**src/rtl/cfi_pkg.sv**
```systemverilog
// cfi_pkg: shared types for the CFI event sequencer slice
// (event kinds, packed event record, sequencer FSM states).
package cfi_pkg;

    localparam int unsigned CFI_PC_W = 64;

    typedef enum logic [1:0] {
        CALL   = 2'd0,
        RET    = 2'd1,
        JUMP   = 2'd2,
        BRANCH = 2'd3
    } cfi_kind_e;

    typedef struct packed {
        cfi_kind_e             kind;
        logic [CFI_PC_W-1:0]   pc;
        logic [CFI_PC_W-1:0]   target;
    } cfi_event_t;

    typedef enum logic [1:0] {
        RUN   = 2'd0,
        ALERT = 2'd1,
        DRAIN = 2'd2
    } cfi_seq_state_e;

endpackage

```
**src/rtl/cfi_event_sequencer_if.sv**
```systemverilog
// cfi_event_sequencer_if: valid/ready event stream from the sequencer
// (master) to the CFI checker (slave).
interface cfi_event_sequencer_if #(
    parameter int unsigned PC_W = 64
);
    import cfi_pkg::*;

    logic            ev_valid_o;
    logic            ev_ready_i;
    cfi_kind_e       ev_kind_o;
    logic [PC_W-1:0] ev_pc_o;
    logic [PC_W-1:0] ev_target_o;

    modport master (
        output ev_valid_o,
        output ev_kind_o,
        output ev_pc_o,
        output ev_target_o,
        input  ev_ready_i
    );

    modport slave (
        input  ev_valid_o,
        input  ev_kind_o,
        input  ev_pc_o,
        input  ev_target_o,
        output ev_ready_i
    );
endinterface

```
**src/rtl/cfi_event_fifo.sv**
```systemverilog
// cfi_event_fifo: NR_PORTS-write, single-read FIFO. Writes are packed in
// ascending port order; requests beyond the free space (measured before
// any same-cycle read) are dropped youngest-first and flagged on o_drop.
module cfi_event_fifo #(
    parameter  int unsigned NR_PORTS = 2,
    parameter  int unsigned DEPTH    = 4,
    parameter  int unsigned DW       = 130,
    localparam int unsigned AW       = $clog2(DEPTH),
    localparam int unsigned CW       = AW + 1
) (
    input  logic                         clk_i,
    input  logic                         rst_ni,
    input  logic                         i_flush,
    input  logic [NR_PORTS-1:0]          i_wr_en,
    input  logic [NR_PORTS-1:0][DW-1:0]  i_wr_data,
    input  logic                         i_rd_en,
    output logic [DW-1:0]                o_rd_data,
    output logic [CW-1:0]                o_count,
    output logic [CW-1:0]                o_free,
    output logic                         o_drop
);

    logic [DW-1:0]               r_mem [DEPTH];
    logic [AW-1:0]               r_wr_ptr;
    logic [AW-1:0]               r_rd_ptr;
    logic [CW-1:0]               r_count;
    logic [CW-1:0]               w_free;
    logic [CW-1:0]               w_rank;
    logic [NR_PORTS-1:0]         w_acc;
    logic [NR_PORTS-1:0][AW-1:0] w_slot;
    logic                        w_rd;

    assign w_free    = CW'(DEPTH) - r_count;
    assign w_rd      = i_rd_en && (r_count != '0);
    assign o_rd_data = r_mem[r_rd_ptr];
    assign o_count   = r_count;
    assign o_free    = w_free;

    // Rank each requesting port; accept while free slots remain.
    always_comb begin
        w_rank = '0;
        w_acc  = '0;
        w_slot = '0;
        o_drop = 1'b0;
        for (int unsigned p = 0; p < NR_PORTS; p++) begin
            w_slot[p] = r_wr_ptr + w_rank[AW-1:0];
            if (i_wr_en[p] && !i_flush) begin
                if (w_rank < w_free) begin
                    w_acc[p] = 1'b1;
                    w_rank   = w_rank + CW'(1);
                end else begin
                    o_drop = 1'b1;
                end
            end
        end
    end

    // Pointer and occupancy update; flush overrides same-cycle traffic.
    always_ff @(posedge clk_i or negedge rst_ni) begin
        if (!rst_ni) begin
            r_wr_ptr <= '0;
            r_rd_ptr <= '0;
            r_count  <= '0;
        end else if (i_flush) begin
            r_wr_ptr <= '0;
            r_rd_ptr <= '0;
            r_count  <= '0;
        end else begin
            r_wr_ptr <= r_wr_ptr + w_rank[AW-1:0];
            if (w_rd) begin
                r_rd_ptr <= r_rd_ptr + AW'(1);
            end
            r_count <= r_count + w_rank - CW'(w_rd);
        end
    end

    // Accepted events land in consecutive slots in port order.
    always_ff @(posedge clk_i) begin
        for (int unsigned p = 0; p < NR_PORTS; p++) begin
            if (w_acc[p]) begin
                r_mem[w_slot[p]] <= i_wr_data[p];
            end
        end
    end

endmodule

```
**src/rtl/cfi_event_sequencer.sv**
```systemverilog
// cfi_event_sequencer: serializes commit-port control-flow events into a
// single valid/ready stream for the CFI checker and sequences the violation
// alert (RUN -> ALERT -> DRAIN -> RUN).
// Optional: define CFI_ALERT_COUNT_EN to add the saturating alert_count_o.
module cfi_event_sequencer
    import cfi_pkg::*;
#(
    parameter int unsigned NR_PORTS   = 2,
    parameter int unsigned FIFO_DEPTH = 4,
    parameter int unsigned PC_W       = 64
) (
    input  logic                     clk_i,
    input  logic                     rst_ni,
    input  logic                     cfg_en_i,
    input  logic [NR_PORTS-1:0]      commit_ack_i,
    input  logic [NR_PORTS-1:0]      commit_is_cf_i,
    input  logic [NR_PORTS*2-1:0]    commit_kind_i,
    input  logic [NR_PORTS*PC_W-1:0] commit_pc_i,
    input  logic [NR_PORTS*PC_W-1:0] commit_target_i,
    output logic                     commit_stall_o,
    cfi_event_sequencer_if.master    ev_if,
    input  logic                     chk_fail_i,
    output logic                     alert_req_o,
    input  logic                     alert_ack_i,
    output logic                     overflow_o
`ifdef CFI_ALERT_COUNT_EN
    ,
    output logic [15:0]              alert_count_o
`endif
);

    localparam int unsigned DW = 2 + 2 * PC_W;
    localparam int unsigned CW = $clog2(FIFO_DEPTH) + 1;

    cfi_seq_state_e              r_state;
    logic                        r_alert_req;
    logic                        r_overflow;
    logic [NR_PORTS-1:0]         w_wr_en;
    logic [NR_PORTS-1:0][DW-1:0] w_wr_data;
    logic [DW-1:0]               w_head;
    logic [CW-1:0]               w_count;
    logic [CW-1:0]               w_free;
    logic                        w_empty;
    logic                        w_flush;
    logic                        w_ev_valid;
    logic                        w_deq;
    logic                        w_drop;

    assign w_wr_en    = {NR_PORTS{cfg_en_i}} & commit_ack_i & commit_is_cf_i;
    assign w_flush    = !cfg_en_i || (r_state == DRAIN);
    assign w_empty    = (w_count == '0);
    assign w_ev_valid = (r_state == RUN) && !w_empty;
    assign w_deq      = w_ev_valid && ev_if.ev_ready_i;

    // Pack each port's event as {kind, pc, target}.
    always_comb begin
        w_wr_data = '0;
        for (int unsigned p = 0; p < NR_PORTS; p++) begin
            w_wr_data[p] = {commit_kind_i[2*p +: 2],
                            commit_pc_i[p*PC_W +: PC_W],
                            commit_target_i[p*PC_W +: PC_W]};
        end
    end

    cfi_event_fifo #(
        .NR_PORTS (NR_PORTS),
        .DEPTH    (FIFO_DEPTH),
        .DW       (DW)
    ) u_fifo (
        .clk_i     (clk_i),
        .rst_ni    (rst_ni),
        .i_flush   (w_flush),
        .i_wr_en   (w_wr_en),
        .i_wr_data (w_wr_data),
        .i_rd_en   (w_deq),
        .o_rd_data (w_head),
        .o_count   (w_count),
        .o_free    (w_free),
        .o_drop    (w_drop)
    );

    assign ev_if.ev_valid_o  = w_ev_valid;
    assign ev_if.ev_kind_o   = cfi_kind_e'(w_head[DW-1 -: 2]);
    assign ev_if.ev_pc_o     = w_head[2*PC_W-1 -: PC_W];
    assign ev_if.ev_target_o = w_head[PC_W-1:0];

    assign commit_stall_o = cfg_en_i && (w_free < CW'(NR_PORTS));
    assign alert_req_o    = r_alert_req;
    assign overflow_o     = r_overflow;

    // Violation sequencing FSM with registered alert and sticky overflow.
    always_ff @(posedge clk_i or negedge rst_ni) begin
        if (!rst_ni) begin
            r_state     <= RUN;
            r_alert_req <= 1'b0;
            r_overflow  <= 1'b0;
        end else if (!cfg_en_i) begin
            r_state     <= RUN;
            r_alert_req <= 1'b0;
            r_overflow  <= 1'b0;
        end else begin
            if (w_drop) begin
                r_overflow <= 1'b1;
            end
            unique case (r_state)
                RUN: begin
                    if (chk_fail_i) begin
                        r_state     <= ALERT;
                        r_alert_req <= 1'b1;
                    end
                end
                ALERT: begin
                    if (alert_ack_i) begin
                        r_state     <= DRAIN;
                        r_alert_req <= 1'b0;
                    end
                end
                DRAIN: begin
                    r_state <= RUN;
                end
                default: begin
                    r_state     <= RUN;
                    r_alert_req <= 1'b0;
                end
            endcase
        end
    end

`ifdef CFI_ALERT_COUNT_EN
    logic [15:0] r_alert_count;

    // Saturating count of RUN->ALERT transitions; survives cfg_en_i low.
    always_ff @(posedge clk_i or negedge rst_ni) begin
        if (!rst_ni) begin
            r_alert_count <= '0;
        end else if (cfg_en_i && (r_state == RUN) && chk_fail_i &&
                     (r_alert_count != '1)) begin
            r_alert_count <= r_alert_count + 16'd1;
        end
    end

    assign alert_count_o = r_alert_count;
`endif

endmodule
```
**src/flat_wrapper.sv**
```systemverilog
// flat-port wrapper written by rule: the top's interface ports become plain ports
module cfi_event_sequencer_flat import cfi_pkg::*;
#(
    parameter int unsigned NR_PORTS   = 2,
    parameter int unsigned FIFO_DEPTH = 4,
    parameter int unsigned PC_W       = 64
)
  (clk_i, rst_ni, cfg_en_i, commit_ack_i, commit_is_cf_i, commit_kind_i, commit_pc_i, commit_target_i, commit_stall_o, chk_fail_i, alert_req_o, alert_ack_i, overflow_o, ev_if_ev_valid_o, ev_if_ev_kind_o, ev_if_ev_pc_o, ev_if_ev_target_o, ev_if_ev_ready_i);
  cfi_event_sequencer_if #(.PC_W(PC_W)) ev_if_i ();
  input  logic clk_i;
  input  logic rst_ni;
  input  logic cfg_en_i;
  input  logic [NR_PORTS-1:0] commit_ack_i;
  input  logic [NR_PORTS-1:0] commit_is_cf_i;
  input  logic [NR_PORTS*2-1:0] commit_kind_i;
  input  logic [NR_PORTS*PC_W-1:0] commit_pc_i;
  input  logic [NR_PORTS*PC_W-1:0] commit_target_i;
  output logic commit_stall_o;
  input  logic chk_fail_i;
  output logic alert_req_o;
  input  logic alert_ack_i;
  output logic overflow_o;
  output wire logic [$bits(ev_if_i.ev_valid_o)-1:0] ev_if_ev_valid_o;
  output wire logic [$bits(ev_if_i.ev_kind_o)-1:0] ev_if_ev_kind_o;
  output wire logic [$bits(ev_if_i.ev_pc_o)-1:0] ev_if_ev_pc_o;
  output wire logic [$bits(ev_if_i.ev_target_o)-1:0] ev_if_ev_target_o;
  input wire logic [$bits(ev_if_i.ev_ready_i)-1:0] ev_if_ev_ready_i;
  assign ev_if_ev_valid_o = ev_if_i.ev_valid_o;
  assign ev_if_ev_kind_o = ev_if_i.ev_kind_o;
  assign ev_if_ev_pc_o = ev_if_i.ev_pc_o;
  assign ev_if_ev_target_o = ev_if_i.ev_target_o;
  assign ev_if_i.ev_ready_i = ev_if_ev_ready_i;
  cfi_event_sequencer #(.NR_PORTS(NR_PORTS), .FIFO_DEPTH(FIFO_DEPTH), .PC_W(PC_W)) u_core (.clk_i(clk_i), .rst_ni(rst_ni), .cfg_en_i(cfg_en_i), .commit_ack_i(commit_ack_i), .commit_is_cf_i(commit_is_cf_i), .commit_kind_i(commit_kind_i), .commit_pc_i(commit_pc_i), .commit_target_i(commit_target_i), .commit_stall_o(commit_stall_o), .ev_if(ev_if_i), .chk_fail_i(chk_fail_i), .alert_req_o(alert_req_o), .alert_ack_i(alert_ack_i), .overflow_o(overflow_o));
endmodule
```
**config.mk**
```make
export PLATFORM = sky130hd
export DESIGN_NAME = cfi_event_sequencer_flat
export DESIGN_NICKNAME = d
export VERILOG_FILES = /design/src/rtl/cfi_pkg.sv /design/src/rtl/cfi_event_sequencer_if.sv /design/src/rtl/cfi_event_fifo.sv /design/src/rtl/cfi_event_sequencer.sv /design/src/flat_wrapper.sv
export SDC_FILE = /design/constraint.sdc
export NUM_CORES = 1
export LEC_CHECK = 0
export ABC_AREA = 1
export CAP_MARGIN = 20
export CORE_MARGIN = 5
export CORE_UTILIZATION = 50
export DETAILED_ROUTE_END_ITERATION = 8
export GPL_ROUTABILITY_DRIVEN = 0
export HOLD_SLACK_MARGIN = 0.06
export PLACE_DENSITY = 0.85
export REMOVE_ABC_BUFFERS = 1
export SYNTH_ARGS = -nofsm -noshare
export SYNTH_HDL_FRONTEND = slang
export SYNTH_HIERARCHICAL = 1
export SYNTH_SLANG_ARGS = --single-unit
```
**constraint.sdc**
```tcl
create_clock -name clk_i -period 15.5 [get_ports clk_i]
set_clock_uncertainty 0.05 [all_clocks]
set_input_delay 3.875 -clock clk_i [delete_from_list [all_inputs] [get_ports clk_i]]
set_output_delay 3.875 -clock clk_i [all_outputs]
set_load 0.1 [all_outputs]
```
== Word-level counts from Yosys, hierarchy flattened ==
Memories as Yosys holds them, arrays and structs flattened.
Index checks and enable logic that the tools add are counted.
Storage, ports and cells
  output and inout bits: 134
  memories kept: 1
  bits in registers: 11
  bits in writable memories: 520
Memory list
  u_core.u_fifo.r_mem: depth 4, width 130, read ports 1, clocked after Yosys merged registers in 0, wr ports 2, RTL line cfi_event_fifo.sv:23  | logic [DW-1:0] r_mem [DEPTH];
Cells by class
  add/sub/neg operators: 7
  equality and inequality tests: 6
  mux-type cells: 30
  magnitude comparators: 3
  bitwise operators: 2
  reductions and logical operators: 16
Operators by type and width (count)
  $mux 1: 19
  $mux 2: 6
  $mux 3: 3
  $logic_and 1x1->1: 6
  $ne 3x3->1 const B: 2
  $add 2x2->2: 2
  $and 2x2->2: 2
  $pmux 2 s2: 1
  $add 3x1->3 const B: 1
  $add 3x3->3: 1
  $logic_not 1->1: 3
  $logic_not 3->1: 1
  $lt 1x3->1 const A: 1
  $lt 3x2->1 const B: 1
  $lt 3x3->1: 1
  $pmux 1 s3: 1
  $reduce_and 3->1: 1
  $reduce_bool 3->1: 1
  $sub 3x1->3: 1
  $sub 3x3->3 const A: 1
  $add 2x1->2 const B: 1
  $eq 2x1->1 const B: 1
  $eq 2x2->1 const B: 1
  $logic_not 2->1: 1
  other kinds (5): 5

== Depth between registers and ports, before layout ==
Gate-level depths: netlist of run 1.
  word-level depth: 11
  depth in mapped cells: 15
  mapped depth without buffers: 15

== Cells and area by module ==
The synthesis of run 1 kept the hierarchy.
By module, submodules not included
  cfi_event_fifo: area each 26693.1 um2, instances 1, seq. area each 15790.1 um2, cells an instance 3038
  cfi_event_sequencer: area each 229.0 um2, instances 1, seq. area each 100.1 um2, cells an instance 32

== Worst setup path before layout of run 1 ==
OpenSTA, ideal clock, no wires.
  kind: input port to flip-flop
  from: in cfg_en_i
  to: mem u_core.u_fifo.r_mem[0][0] (enable)
  required time: 14.651 ns
  setup slack: 1.130 ns
  arrival time: 13.521 ns
  cell stages on the path: 6
  cells stage by stage: o21ai_0 -> inv_2 -> nand2_2 -> inv_2 -> nand3_1 -> o21ai_0
RTL lines
  start: declaration: RTL line flat_wrapper.sv:12  | input logic cfg_en_i;
  end: declaration: RTL line cfi_event_fifo.sv:23

== Final worst setup path of run 1 ==
  from: in cfg_en_i
  to: out commit_stall_o
On the way
  longest elaborated chain between the ends: 1
RTL lines
  $logic_and 1x1->1: RTL line cfi_event_sequencer.sv:87  | assign commit_stall_o = cfg_en_i && (w_free < CW'(NR_PORTS));
  end: declaration: RTL line flat_wrapper.sv:18  | output logic commit_stall_o;
No other way between the ends.

==> metrics.md, run 1 <==
| Metric | Value |
|---|---|
| Status | complete, no violations |
| CTS H-tree depth | 2 |
| Endpoints failing hold | 0 |
| First-pass GRT wire length | 123,400 um |
| Fin crit period | 9.744 ns |
| Number of I/O pins | 404 |
| Layout Area Growth over Synthesis | 21.78% |
| Core area | 53,600 sq um |
| Post-synthesis cell area | 26,910 sq um |
| WP data arrival | 5.82 ns |
| CP Capture Type | output port |
| PD cells | 101.2 nW/um^2 |
| Tot GR Track Use | 26.33% |
| Flop2flop setup slack | 10.85 ns |
| Final setup vio count | 0 |
| Post-CTS setup buffer count | 0 |
| Crit Path Class | in2out |
| Worst slew margin | 22.26% |
| Initial antenna violation count | 17 |
| Fill cells | 4,309 |
| Fin. max-slew vios | 0 |
| Post-DP HPWL | 44,860 um |
| Most common cell after layout, fill and taps aside | nand2_1 |
| TritonRoute pass-1 iters | 6 |
| CP required | 11.58 ns |
| Cell internal pwr | 2.441 mW |
| Crit path launch type | input pin |
| DRT iter0 DRCs | 2,308 |
| Clock buffer depth | 3 |
| Power share of the sequential group | 48.7% |
| Syn_area_per_cell | 8.770 sq um |
| Die Ht | 242.0 um |
| Initial Util | 50.21% |
| CTS tree | built |
| Routed length per instance | 19.77 um |
| Reg2Reg Launch Point | u_core/u_fifo/o_count[0] |
| CP endpoint | commit_stall_o |
| # hold bufs at CTS | 0 |
| Reg clk slew, reported paths | 0.06 ns |
| Total gr overflow | 0 |
| Number of global-route vias before repair | 22,955 |
| Commonest cells after routing, fill and taps aside | nand2_1, edfxtp_1, clkdlybuf4s50_1 |
| Clock Sinks | 531 |
| Tot Pwr | 3.316 mW |
| Dpl ws | 5.741 ns |
| # rows | 85 |
| Worst hold path class | reg2reg |
| Port Buffer Count | 403 |
| Final wirelength | 80,720 um |
| Worst-skew pair later-pin latency | 0.59 ns |
| Layout cell share with drive strength beyond 1 | 3.644% |
| Final ANT Viol Nets | 0 |
| Root Driver | clkbuf_16 |
| Sw Share | 26.39% |
| Sequential Area | 15,900 sq um |
| Multi-input gate area | 9458 sq um |
| RSZ-0062 raised after global routing | no |
| CP max FO | 6 |
| Logic pwr share | 14.6% |
| P_leak | 13.44 nW |
| TNS Setup | 0 ns |
| Post-CTS Resized | 0 |
| Die width | 242.0 um |
| FF-to-FF path depth | 10 |
| Maximum VDD drop | 0.08245 mV |
| Clock network power share | 36.7% |
| Fmax | 0.1026 GHz |
| Max-cap violation count | 0 |
| Largest net degree at the start of global routing | 193 |
| DRC viols | 0 |
| Post-Syn Instances | 3,069 |
| P_sw | 0.8750 mW |
| Final Cycle Share | 62.86% |
| Yosys warning count | 6 |
| R2r endpoint | u_core/u_fifo/r_mem[1][22] |
| Fin Hold WS | 0.4420 ns |
| Crit. Startpoint | cfg_en_i |
| TritonCTS Buffers | 55 |
| Final net count | 3,610 |
| Vias | 23,374 |
| Vias/cell | 5.725 |
| Die area | 58,570 sq um |
| Pin slew with the least headroom to its limit | 1.166 ns |
| Final setup margin | 5.756 ns |
metal layers:
layer / up-vias / track usage [%] / share of wire [%]
met1: 10762 / 31.78 / 35
met4: 10 / 12.03 / 3.8
met3: 227 / 5.395 / 11
met5: - / 0 / 0.087
met2: 1448 / 45.68 / 50
li1: 10927 / - / -
flip-flops by register name, summed over array words and instances (netlist names):
signal and count:
u_core/u_fifo/o_count 3, u_core/u_fifo/r_wr_ptr 2, u_core/u_fifo/r_rd_ptr 2, u_core/alert_req_o 1, u_core/u_fifo/r_mem 520, u_core/overflow_o 1, u_core/r_state 2
cell type report:
type                    instances  share of cell area (%)
clock buffers                  68                   4.348
inverters                     157                   1.828
diodes                         12                 0.09161
multi-input cells            2156                   28.85
repair buffers                432                   13.09
flip-flops and latches        531                   48.50
clock inverters                31                  0.6260
well taps                     696                   2.657
through the flow:
| step | util, % | instances | area, sq um |
|---|---|---|---|
| floorplan | - | 2844 | 25860 |
| global placement | 58.00 | 3971 | 31090 |
| detailed placement | 58.00 | 3971 | 31090 |
| CTS | 61.04 | 4070 | 32720 |
| global route | 61.15 | 4083 | 32780 |
| finish | 61.15 | 4083 | 32780 |
power by group through the flow:
stage | Combinational [mW] | Clock, mW | Sequential, mW
global route | 0.517 | 1.29 | 1.62
CTS | 0.481 | 1.23 | 1.62
floorplan | 0.291 | 0 | 1.66
finish | 0.483 | 1.22 | 1.62
detailed placement | 0.479 | 0 | 1.65
global placement | 0.469 | 0 | 1.65
worst min-delay path by stage:
stage	startpoint	to	slack, ns	cells past startpoint
after floorplan	u_core/r_state[0]	u_core/r_state[1]	0.47	2
after global routing	u_core/alert_req_o	u_core/alert_req_o	0.46	2
final	u_core/alert_req_o	u_core/alert_req_o	0.44	2
after global placement	u_core/alert_req_o	u_core/alert_req_o	0.41	2
after CTS	u_core/alert_req_o	u_core/alert_req_o	0.45	2
after detailed placement	u_core/alert_req_o	u_core/alert_req_o	0.44	2
worst max-delay path, stage by stage:
cell and delay (ns):
clkdlybuf4s50_1 0.56, inv_2 0.09, nor3_1 0.13, clkdlybuf4s50_1 1.15
(Power assumes the default switching activity.)
==> run 2: changes to the inputs <==
Clock period 15.5 ns to 10.1 ns, I/O delays scaled along.
==> metrics.md, run 2 (synthesized netlist as in run 1, its figures left out) <==
| Metric | Value |
|---|---|
| Final setup vio count | 0 (unchanged) |
| Crit Path Class | reg2out |
| Fmax | 0.1370 GHz |
| Final Cycle Share | 72.25% |
| Worst hold path class | reg2reg |
| Endpoints failing hold | 0 (unchanged) |
| RSZ-0062 raised after global routing | no |
| Status | complete, no violations |
| DRC viols | 0 (unchanged) |
| Commonest cells after routing, fill and taps aside | nand2_1, edfxtp_1, clkdlybuf4s50_1 |
| Final wirelength | 81,400 um (+0.84%) |
| CP Capture Type | output port |
| Fin crit period | 7.297 ns |
| Largest net degree at the start of global routing | 203 (+5.2%) |
| Pin slew with the least headroom to its limit | 1.191 ns (+0.02536 ns) |
| Buf/Inv on CP | 3 (unchanged) |
| Vias | 23,508 (+0.57%) |
| P_leak | 13.53 nW (+0.66%) |
| Clock Sinks | 531 (unchanged) |
| # rows | 85 (unchanged) |
| Max reg flops | 520 (unchanged) |
| Die width | 242.0 um (unchanged) |
| Layout cell share with drive strength beyond 1 | 3.791% (+0.15 points) |
| Number of I/O pins | 404 (unchanged) |
| Die Ht | 242.0 um (unchanged) |
| Worst slew margin | 20.57% (-1.7 points) |
| TritonCTS Buffers | 56 (+1.8%) |
| Crit-path leading delay family | buffers and inverters |
| Fill cells | 4,238 (-1.6%) |
| Routed length per instance | 19.94 um (+0.84%) |
| Worst path cell trace | inv_4 > buf_4 > o21ai_0 > o22ai_1 > clkdlybuf4s50_1 |
| CP max FO | 70 (+64) |
| Reg clk slew, reported paths | 0.06 ns (about the same) |
| CP required | 7.53 ns (-4.05 ns) |
| # hold bufs at CTS | 0 (unchanged) |
| Maximum VDD drop | 0.1296 mV (+57%) |
| Final core utilization | 61.51% (+0.35 points) |
| Worst path max stage delay | 1.21 ns (+0.06 ns) |
| Port Buffer Count | 403 (unchanged) |
| Die area | 58,570 sq um (unchanged) |
| Fin cells | 4,083 (unchanged) |
| Worst-skew pair later-pin latency | 0.59 ns (about the same) |
| Initial Util | 50.21% (unchanged) |
| Post-DP HPWL | 44,610 um (-0.55%) |
| Final ANT Viol Nets | 0 (unchanged) |
| Final net count | 3,608 (-0.055%) |
| Core area | 53,600 sq um (unchanged) |
| Total gr overflow | 0 (unchanged) |
| Post-CTS setup buffer count | 0 (unchanged) |
| CTS H-tree depth | 2 (unchanged) |
| Root Driver | clkbuf_16 |
| Cells after DPL | 3,968 (-0.076%) |
| First-pass GRT wire length | 125,400 um (+1.6%) |
| Initial antenna violation count | 17 (unchanged) |
| WP data arrival | 4.72 ns (-1.10 ns) |
| Layout Area Growth over Synthesis | 22.49% |
| Fin. max-slew vios | 0 (unchanged) |
| CTS tree | built |
| Crit path launch type | register |
| Tot GR Track Use | 26.62% (+0.30 points) |
| Max-cap violation count | 0 (unchanged) |
| Post-CTS Resized | 0 (unchanged) |
| PD cells | 159.9 nW/um^2 (+58%) |
| Clock buffer depth | 3 (unchanged) |
| Slowest cell on the critical path | clkdlybuf4s50_1 |
| Most common cell after layout, fill and taps aside | nand2_1 |
| TritonRoute pass-1 iters | 6 (unchanged) |
| Vias/cell | 5.758 (+0.57%) |
| Number of global-route vias before repair | 22,963 (+0.035%) |
| DRT iter0 DRCs | 2,952 (+28%) |
[run 2: stage by stage]
step	setup TNS, ns	hold WS [ns]	total power [mW]	setup WS, ns	instance area (sq um)
after detailed placement	0	0.4204	3.264	2.906	31120
after global placement	0	0.4066	3.249	2.927	31120
after floorplan	-2191.36	0.4660	2.991	-7.289	25860
after CTS	0	0.4323	5.291	2.820	32930
after global routing	0	0.4441	5.438	2.615	32970
final	0	0.4261	5.273	2.803	32970
[run 2: area by class of cell]
cell class | instances | area, sq um | area share [%]
Antenna cell | 11 | 27.53 | 0.08349
Sequential cell | 531 | 15900 | 48.22
Clock buffer | 64 | 1453 | 4.406
Tap cell | 696 | 870.8 | 2.641
Timing Repair Buffer | 429 | 4307 | 13.06
Inverter | 157 | 599.3 | 1.818
Clock inverter | 39 | 355.3 | 1.078
Multi-Input combinational cell | 2156 | 9458 | 28.69
[run 2: power by group]
group / switching [mW] / internal [mW]
combinational: 0.515 / 0.230
sequential: 0.0117 / 2.47
clock: 0.846 / 1.20
[run 2: final timing paths]
path	start	endpoint	slack (ns)	depth (start not counted)
min	u_core/alert_req_o	u_core/alert_req_o	0.43	2
min in group asynchronous	rst_ni	u_core/u_fifo/o_count[1]	2.22	1
max	u_core/u_fifo/r_rd_ptr[1]	ev_if_ev_target_o[30]	2.80	5
max reg2reg	u_core/u_fifo/o_count[0]	u_core/u_fifo/r_mem[0][10]	5.32	11
max in group asynchronous	rst_ni	u_core/u_fifo/r_rd_ptr[0]	7.40	1
min reg2reg	u_core/alert_req_o	u_core/alert_req_o	0.43	2
[run 2: routing by layer]
| layer | routed length, um | track usage (%) | vias to the layer above |
|---|---|---|---|
| li1 | - | - | 10920 |
| met1 | 29200 | 33.32 | 10898 |
| met2 | 39830 | 44.95 | 1439 |
| met3 | 8626 | 4.446 | 239 |
| met4 | 3651 | 13.54 | 12 |
| met5 | 86 | 0 | - |
[run 2: tightest hold or removal path, cell delays in order (launching register included)]
cell	delay (ns)
dfrtp_1	0.34
nand2_1	0.05
nand2_1	0.05
